`src/rtl/eval_scoreboard_if.sv`:
```
// Result/readout/status bundle for eval_scoreboard.
// master drives results and readout requests; slave returns readouts and run status.
interface eval_scoreboard_if #(
    parameter int unsigned CW = 8
);
    logic          res_valid;
    logic [7:0]    res_class;
    logic [7:0]    res_label;
    logic          rd_req;
    logic [7:0]    rd_class;
    logic          rd_valid;
    logic [CW-1:0] rd_count;
    logic [CW-1:0] total;
    logic [CW-1:0] correct;
    logic          done;
    logic          err_range;

    modport master (
        output res_valid, res_class, res_label, rd_req, rd_class,
        input  rd_valid, rd_count, total, correct, done, err_range
    );

    modport slave (
        input  res_valid, res_class, res_label, rd_req, rd_class,
        output rd_valid, rd_count, total, correct, done, err_range
    );
endinterface

```
`src/rtl/eval_scoreboard.sv`:
```
// Classifier evaluation scoreboard: counts results, correct hits and per-class hits over a run.
// Define SCOREBOARD_PERCLASS_EN to build the per-class counters and their readout path.
module eval_scoreboard #(
    parameter int unsigned NCLASS = 10,
    parameter int unsigned NSAMP  = 100,
    parameter int unsigned CW     = 8
) (
    input  logic             clk,
    input  logic             rst,
    input  logic             clr,
    eval_scoreboard_if.slave bus
);
    localparam logic [CW-1:0] CMAX = '1;

    typedef enum logic {ST_RUN = 1'b0, ST_DONE = 1'b1} state_t;

    state_t        state_q, state_d;
    logic [CW-1:0] total_q, total_d;
    logic [CW-1:0] correct_q, correct_d;
    logic          err_q, err_d;
    logic          done_q;
    logic          rd_valid_q;
    logic [CW-1:0] rd_count_q;
    logic          take, in_range, hit;

    function automatic logic [CW-1:0] sat_inc(input logic [CW-1:0] v);
        return (v == CMAX) ? v : v + CW'(1);
    endfunction

    // A sample is accepted only while running and not overridden by clr
    assign take     = (state_q == ST_RUN) && bus.res_valid && !clr;
    assign in_range = 32'(bus.res_label) < NCLASS;
    assign hit      = take && in_range && (bus.res_class == bus.res_label);

    always_ff @(posedge clk or negedge rst) begin
        if (!rst) state_q <= ST_RUN;
        else      state_q <= state_d;
    end

    always_comb begin
        state_d = state_q;
        if (clr)                                 state_d = ST_RUN;
        else if (take && 32'(total_d) == NSAMP)  state_d = ST_DONE;
    end

    always_comb begin
        total_d   = total_q;
        correct_d = correct_q;
        err_d     = err_q;
        if (clr) begin
            total_d   = '0;
            correct_d = '0;
            err_d     = 1'b0;
        end else if (take) begin
            total_d = sat_inc(total_q);
            if (hit)       correct_d = sat_inc(correct_q);
            if (!in_range) err_d     = 1'b1;
        end
    end

    always_ff @(posedge clk or negedge rst) begin
        if (!rst) begin
            total_q    <= '0;
            correct_q  <= '0;
            err_q      <= 1'b0;
            done_q     <= 1'b0;
            rd_valid_q <= 1'b0;
        end else begin
            total_q    <= total_d;
            correct_q  <= correct_d;
            err_q      <= err_d;
            done_q     <= (state_d == ST_DONE);
            rd_valid_q <= bus.rd_req;
        end
    end

`ifdef SCOREBOARD_PERCLASS_EN
    localparam int unsigned IW = (NCLASS > 1) ? $clog2(NCLASS) : 1;

    logic [CW-1:0] cls_q [NCLASS];

    // Readout samples the registered counters, so a coincident update is not yet visible
    always_ff @(posedge clk or negedge rst) begin
        if (!rst) begin
            for (int i = 0; i < int'(NCLASS); i++) cls_q[i] <= '0;
            rd_count_q <= '0;
        end else begin
            for (int i = 0; i < int'(NCLASS); i++) begin
                if (clr)                                    cls_q[i] <= '0;
                else if (hit && bus.res_label == 8'(i))     cls_q[i] <= sat_inc(cls_q[i]);
            end
            if (bus.rd_req)
                rd_count_q <= (32'(bus.rd_class) < NCLASS) ? cls_q[IW'(bus.rd_class)] : '0;
        end
    end
`else
    logic [7:0] unused_rd_class;
    assign unused_rd_class = bus.rd_class;

    always_ff @(posedge clk or negedge rst) begin
        if (!rst) rd_count_q <= '0;
        else      rd_count_q <= '0;
    end
`endif

    assign bus.total     = total_q;
    assign bus.correct   = correct_q;
    assign bus.done      = done_q;
    assign bus.err_range = err_q;
    assign bus.rd_valid  = rd_valid_q;
    assign bus.rd_count  = rd_count_q;
endmodule

```
`src/flat_wrapper.sv`:
```
// flat-port wrapper written by rule: the top's interface ports become plain ports
module eval_scoreboard_flat 
#(
    parameter int unsigned NCLASS = 10,
    parameter int unsigned NSAMP  = 100,
    parameter int unsigned CW     = 8
)
  (clk, rst, clr, bus_res_valid, bus_res_class, bus_res_label, bus_rd_req, bus_rd_class, bus_rd_valid, bus_rd_count, bus_total, bus_correct, bus_done, bus_err_range);
  eval_scoreboard_if #(.CW(CW)) bus_i ();
  input  logic clk;
  input  logic rst;
  input  logic clr;
  input wire logic [$bits(bus_i.res_valid)-1:0] bus_res_valid;
  input wire logic [$bits(bus_i.res_class)-1:0] bus_res_class;
  input wire logic [$bits(bus_i.res_label)-1:0] bus_res_label;
  input wire logic [$bits(bus_i.rd_req)-1:0] bus_rd_req;
  input wire logic [$bits(bus_i.rd_class)-1:0] bus_rd_class;
  output wire logic [$bits(bus_i.rd_valid)-1:0] bus_rd_valid;
  output wire logic [$bits(bus_i.rd_count)-1:0] bus_rd_count;
  output wire logic [$bits(bus_i.total)-1:0] bus_total;
  output wire logic [$bits(bus_i.correct)-1:0] bus_correct;
  output wire logic [$bits(bus_i.done)-1:0] bus_done;
  output wire logic [$bits(bus_i.err_range)-1:0] bus_err_range;
  assign bus_i.res_valid = bus_res_valid;
  assign bus_i.res_class = bus_res_class;
  assign bus_i.res_label = bus_res_label;
  assign bus_i.rd_req = bus_rd_req;
  assign bus_i.rd_class = bus_rd_class;
  assign bus_rd_valid = bus_i.rd_valid;
  assign bus_rd_count = bus_i.rd_count;
  assign bus_total = bus_i.total;
  assign bus_correct = bus_i.correct;
  assign bus_done = bus_i.done;
  assign bus_err_range = bus_i.err_range;
  eval_scoreboard #(.NCLASS(NCLASS), .NSAMP(NSAMP), .CW(CW)) u_core (.clk(clk), .rst(rst), .clr(clr), .bus(bus_i));
endmodule
```
`config.mk`:
```
export PLATFORM = sky130hd
export DESIGN_NAME = eval_scoreboard_flat
export DESIGN_NICKNAME = d
export VERILOG_FILES = /design/src/rtl/eval_scoreboard_if.sv /design/src/rtl/eval_scoreboard.sv /design/src/flat_wrapper.sv
export SDC_FILE = /design/constraint.sdc
export NUM_CORES = 1
export LEC_CHECK = 0
export CAP_MARGIN = 20
export CORE_AREA = 3 3 52 54
export DETAILED_ROUTE_END_ITERATION = 7
export DIE_AREA = 0 0 55 57
export DONT_BUFFER_PORTS = 1
export GPL_ROUTABILITY_DRIVEN = 0
export GPL_TIMING_DRIVEN = 0
export PLACE_DENSITY = 0.77
export SYNTH_ARGS = -nofsm -noshare
export SYNTH_HDL_FRONTEND = slang
export SYNTH_SLANG_ARGS = --single-unit
```
`constraint.sdc`:
```
create_clock -name clk -period 2.1 [get_ports clk]
set_clock_uncertainty 0.1 [all_clocks]
set_input_delay 0.525 -clock clk [delete_from_list [all_inputs] [get_ports clk]]
set_output_delay 0.525 -clock clk [all_outputs]
set_load 0.005 [all_outputs]
```
==> results of run 1 <==
## per-layer routing
| layer | track usage, % | routed length [um] |
|---|---|---|
| met1 | 23.5 | 1090 |
| met2 | 31.6 | 1510 |
| met3 | 2.61 | 256 |
| met4 | 7.99 | 46 |
| met5 | 0 | 0 |
## Yosys cell counts, types with 2 or more instances
cell type,count
or3_1,2
nor2_1,10
a21oi_1,10
clkbuf_1,3
ha_1,2
o31ai_1,4
nor3b_1,3
buf_4,8
or4_1,3
xor2_1,3
nor3_1,6
nand3_1,8
dfrtp_1,19
nand2_1,5
a211oi_1,2
nand2b_1,2
o21ai_0,5
xnor2_1,8
mux2i_1,3
nand4_1,6
and4_1,2
## power groups by stage
stage	Sequential [uW]	Clock (uW)	Combinational [uW]
final	383	198	80.9
after global routing	385	210	90.8
after CTS	381	196	75.7
after detailed placement	388	0	65.9
after global placement	388	0	63.9
after floorplan	386	0	57.1
## sequential cells by signal (all words and copies together) (netlist names)
| signal | flops |
|---|---|
| u_core.state_q | 1 |
| u_core.bus.rd_valid | 1 |
| u_core.bus.correct | 8 |
| u_core.bus.total | 8 |
| u_core.bus.err_range | 1 |
## critical path, stage by stage (launching register included)
cell and delay, ps:
dfrtp_2 460, and2b_4 270, nand4_1 100, or4_4 590, or4_4 500, a21oi_2 140
## stage by stage
step | total power, uW | utilization, %
after floorplan | 443 | -
after global placement | 452 | 56.9
after detailed placement | 454 | 56.9
after CTS | 653 | 59.8
after global routing | 686 | 62.8
final | 662 | 62.8
## area by class of cell
type / instances / area [sq um] / area share (%)
tap: 28 / 35.0 / 2.48
clock buffer: 3 / 22.5 / 1.59
timing repair buffer: 5 / 40.0 / 2.83
multi-input combinational: 106 / 737 / 52.1
sequential: 19 / 480 / 34.0
buffer: 13 / 91.3 / 6.45
clock inverter: 1 / 5.00 / 0.354
inverter: 1 / 3.75 / 0.265
## kinds of logic after synthesis
logic type	Yosys count	synth area share (%)
flip-flops	19	39.0
XOR/XNOR	11	7.90
adder cells (fa/ha/maj)	2	2.05
buffers and inverters	14	7.59
AND/OR/NAND/NOR	57	28.5
AO/OA/AOI/OAI	25	12.2
other	1	0.307
multiplexers	3	2.46
## path summary, 6_finish.rpt
kind	from	to	slack (ps)	cells after the start
min in group asynchronous	rst	u_core.bus.rd_valid	650	1
max in group asynchronous	rst	u_core.bus.total[0]	670	1
worst max register to register	u_core.state_q	u_core.bus.correct[7]	-110	5
worst min-delay path	bus_rd_req	u_core.bus.rd_valid	130	0
worst max-delay path	u_core.state_q	u_core.bus.correct[7]	-110	5
worst min register to register	u_core.bus.err_range	u_core.bus.err_range	460	2
## what timing repair did
action / 4_1_cts / 5_1_grt
pin swaps: 2 / 9
endpoints found under the setup margin: 7 / 9
hold buffers: 1 / 0
resized for setup: 4 / 20
buffers inserted: 2 / 2
endpoints found under the hold margin: 19 / 0
==> reports/results.txt, run 1 <==
Status -> complete, but fails checks
Failing checks -> negative setup slack
Asr flop ratio synth -> 100%
Ant. Diodes -> 0
Combinational Power Share -> 12.2%
Vias/cell -> 6.20
Worst EP arrival -> 2360 ps
Internal power -> 484 uW
Width of the chip -> 55 um
Max Cap Violations -> 0
Post-route ant nets -> 0
Longest Clk Path Bufs -> 2
Pin slew with the least headroom to its limit -> 848 ps
Peak VDD IR -> 0.395 mV
Die area -> 0.00314 sq mm
Sw Ratio -> 26.8%
FF+latch count, synth -> 19
HP Class -> in -> reg
Most used DFF post-synth -> dfrtp_1
Setup ws final -> -112 ps
CTS tree -> yes
Die Ht -> 57 um
Clock power share -> 29.9%
Via count of the first global-routing pass -> 1050
Commonest non-fill, non-tap cells in the layout -> 15 x dfrtp_1, 12 x buf_4, 10 x nor2_1
Pins over their slew limit -> 0
Min Tclk post-route -> 2210 ps
Seq/Total Area, Yosys -> 39.0%
Gate Count Post-Synth -> 132
Finished Layout Cells -> 176
IO Port Bufs -> 0
CTS sink count -> 19
Hold Violations, Final -> 0
Nets -> 180
Setup TNS -> -624 ps
First-pass GRT wire length -> 4460 um
Antenna violations before repair -> 0
Hold_ws -> 125 ps
Synth area leaders -> dfrtp_1 39%, xnor2_1 5.7%, buf_4 4.9%
Leak pwr -> 0.000556 uW
Core area -> 0.00225 sq mm
WL/cell -> 16.5 um
Total CTS buffers -> 3
Worst-path clk slew -> 120 ps
Sequential fraction of design power -> 57.9%
Commonest non-fill, non-tap cell in the layout -> dfrtp_1
Pin count of the biggest net entering global routing -> 20
Htree depth -> 1
Post-place setup slack -> -141 ps
GR Util All Layers -> 18.8%
Layout cells sized above 1 -> 27.7%
Switching pwr -> 177 uW
# IOs -> 56
Post-DP Area -> 0.00128 sq mm
DPL Wire Length -> 2000 um
Unrepaired setup endpoints after global routing -> yes
Mapped Area -> 0.00122 sq mm
Crit end category -> register
Pwr/cell area -> 467 mW/mm^2
DR DRC count -> 0
Setup CP Type -> reg -> reg
Final period utilization -> 105%
Grt ovf -> 0
Cell variety after synth -> 39
Ys Warns -> 0
Initial Util -> 54.1%
Worst slew margin -> 43.3%
Initial DRC Count -> 31
Clock latency on the worst-skew pair -> 310 ps
Layout fillers -> 210
Via count -> 1091
CP startpoint kind -> register
Largest area contributor in the netlist -> dfrtp_1
Clock root buffer -> clkbuf_4
Dpl cells -> 167
Syn_area_per_cell -> 9.24 sq um
Post-synth EDFFs -> 0
Max Freq -> 452 MHz
FP Rows -> 17
Share of the synthesized area in the top cell type -> 39.0%
Final number of setup-violating endpoints -> 8
Fin area -> 0.00142 sq mm
DRT Pass-1 Iters -> 4
Drt total wl -> 2900 um
Crit-path max FO -> 6
Area grow syn2layout -> 16.0%
Required time worst endpoint -> 2250 ps
(Power assumes the default switching activity.)
==> inputs of run 2 (changes only) <==
- CORE_AREA: 3 3 52 54 -> 3 3 47 49
- DIE_AREA: 0 0 55 57 -> 0 0 50 52
- PLACE_DENSITY: 0.77 -> 0.87
- clock period: 2.1 -> 2.8 ns (I/O delays scaled with it)
==> run 2 against run 1 <==
  * The run now ends clean
  * Largest cell class unchanged
  * Hold slack improved by 200 ps
  * Die area decreased by 17%
  * First-iteration DRC count increased by 3.2%
  * Utilization increased by 6.4 points
  * Via count increased by 2.0%
  * Power decreased by 27%
  * Final cell count decreased by 2.8%
==> reports/results.txt, run 2 (synthesis gave the netlist of run 1 again) <==
Hold Violations, Final -> 0
CTS sink count -> 19
Setup CP Type -> reg -> reg
Ant. Diodes -> 0
CTS tree -> yes
Critical path buffer and inverter count -> 1
HP Class -> in -> reg
Antenna violations before repair -> 0
Leak pwr -> 0.000532 uW
# IOs -> 56
FP Rows -> 16
Hold path start -> bus_rd_req
Commonest non-fill, non-tap cell in the layout -> dfrtp_1
Worst slew margin -> 43.4%
Initial DRC Count -> 32
First-pass GRT wire length -> 4460 um
IO Port Bufs -> 0
Max Freq -> 430 MHz
Clock root buffer -> clkbuf_4
Final period utilization -> 83.0%
Crit end category -> register
Reg2reg end -> u_core.bus.correct[4]
GR Util All Layers -> 22.4%
Total CTS buffers -> 3
Core area -> 0.00190 sq mm
Clock latency on the worst-skew pair -> 300 ps
Longest Clk Path Bufs -> 2
Via count of the first global-routing pass -> 1034
PostCTS Resize Cnt -> 0
Reg2reg start -> u_core.bus.correct[0]
Nets -> 176
Htree depth -> 1
Critical path, cell by cell -> ha_1, nand2_1, nor3_1, or4_4, clkbuf_8, or3_1, a21oi_1
Post-place setup slack -> 363 ps
Width of the chip -> 50 um
Worst setup path end -> u_core.bus.correct[4]
Via count -> 1113
Drt total wl -> 2860 um
Commonest non-fill, non-tap cells in the layout -> 19 x dfrtp_1, 10 x nor2_1, 10 x a21oi_1
Multi-input logic area -> 678 sq um
Setup bufs post-CTS -> 0
Largest stage delay, worst path -> 570 ps
Max Cap Violations -> 0
Required time worst endpoint -> 2920 ps
CP top delay family -> simple AND/OR/NAND/NOR gates
Vias/cell -> 6.51
Area grow syn2layout -> 7.90%
Worst EP arrival -> 2450 ps
Status -> complete, no violations
Pin slew with the least headroom to its limit -> 847 ps
Crit path from -> u_core.bus.correct[0]
CP startpoint kind -> register
FF-to-FF path depth -> 7
Unrepaired setup endpoints after global routing -> no
Worst-path clk slew -> 100 ps
Grt ovf -> 0
FF/Latch Area -> 475 sq um
Setup ws final -> 475 ps
Peak VDD IR -> 0.290 mV
Die area -> 0.00260 sq mm
Layout fillers -> 153
Min Tclk post-route -> 2320 ps
WL/cell -> 16.7 um
Slowest cell on crit path -> or4_4
Final number of setup-violating endpoints -> 0
Pins over their slew limit -> 0
DPL Wire Length -> 2100 um
Initial Util -> 64.1%
DRT Pass-1 Iters -> 4
Pwr/cell area -> 367 mW/mm^2
Post-route ant nets -> 0
Cell depth of the worst setup path -> 7
Setup TNS -> 0 ps
FF-to-FF setup slack -> 480 ps
Crit-path max FO -> 10
Die Ht -> 52 um
DR DRC count -> 0
Pin count of the biggest net entering global routing -> 20
Layout cells sized above 1 -> 11.1%
run 2: cell count changes in the layout (fill, tap and decap cells not counted), sizes merged:
cell	previous run	this run
clkinv	1	0
clkbuf	6	8
buf	14	9
run 2: power breakdown:
group	leakage [uW]	total [uW]	internal (uW)	switching, uW
Clock	0.0000150	141	55.5	85.1
Sequential	0.000260	286	279	6.75
Combinational	0.000256	56.8	27.3	29.5
Total	0.000532	483	362	121
run 2: timing repair:
action | CTS | global route
hold buffers | 1 | 0
endpoints found under the setup margin | 0 | 0
hold endpoints to repair | 19 | 0
run 2: worst register-to-register path, stage by stage (launching register included):
cell and delay [ps]:
dfrtp_1 450, ha_1 260, nand2_1 120, nor3_1 80
or4_4 570, clkbuf_8 190, or3_1 340, a21oi_1 140
run 2: metrics by stage:
stage	std cells	power, uW	hold WS [ps]	utilization (%)	instance area [sq um]
floorplan	139	332	304	-	1250
global placement	166	339	305	67.3	1280
detailed placement	166	341	305	67.3	1280
CTS	171	483	319	69.2	1320
global route	171	505	304	69.2	1320
finish	171	483	321	69.2	1320
run 2: layout make-up:
| class | instances | area share [%] |
|---|---|---|
| clock buffer | 4 | 2.00 |
| inverter | 1 | 0.285 |
| multi-input combinational | 106 | 51.5 |
| sequential | 19 | 36.1 |
| timing repair buffer | 1 | 0.760 |
| tap | 27 | 2.57 |
| buffer | 13 | 6.75 |
run 2: how the worst min path moves through the flow:
stage	cells past startpoint	end
final	0	u_core.bus.rd_valid
after detailed placement	0	u_core.bus.total[2]
after floorplan	0	u_core.bus.correct[0]
after global placement	0	u_core.bus.total[2]
after CTS	0	u_core.bus.rd_valid
after global routing	0	u_core.bus.rd_valid
run 2: metal layers:
metal	vias up	global-route usage, %	wire [um]
li1	500	-	-
met1	535	25.3	1070
met2	74	39.6	1440
met3	4	4.87	309
met4	0	11.5	38
met5	-	0	0
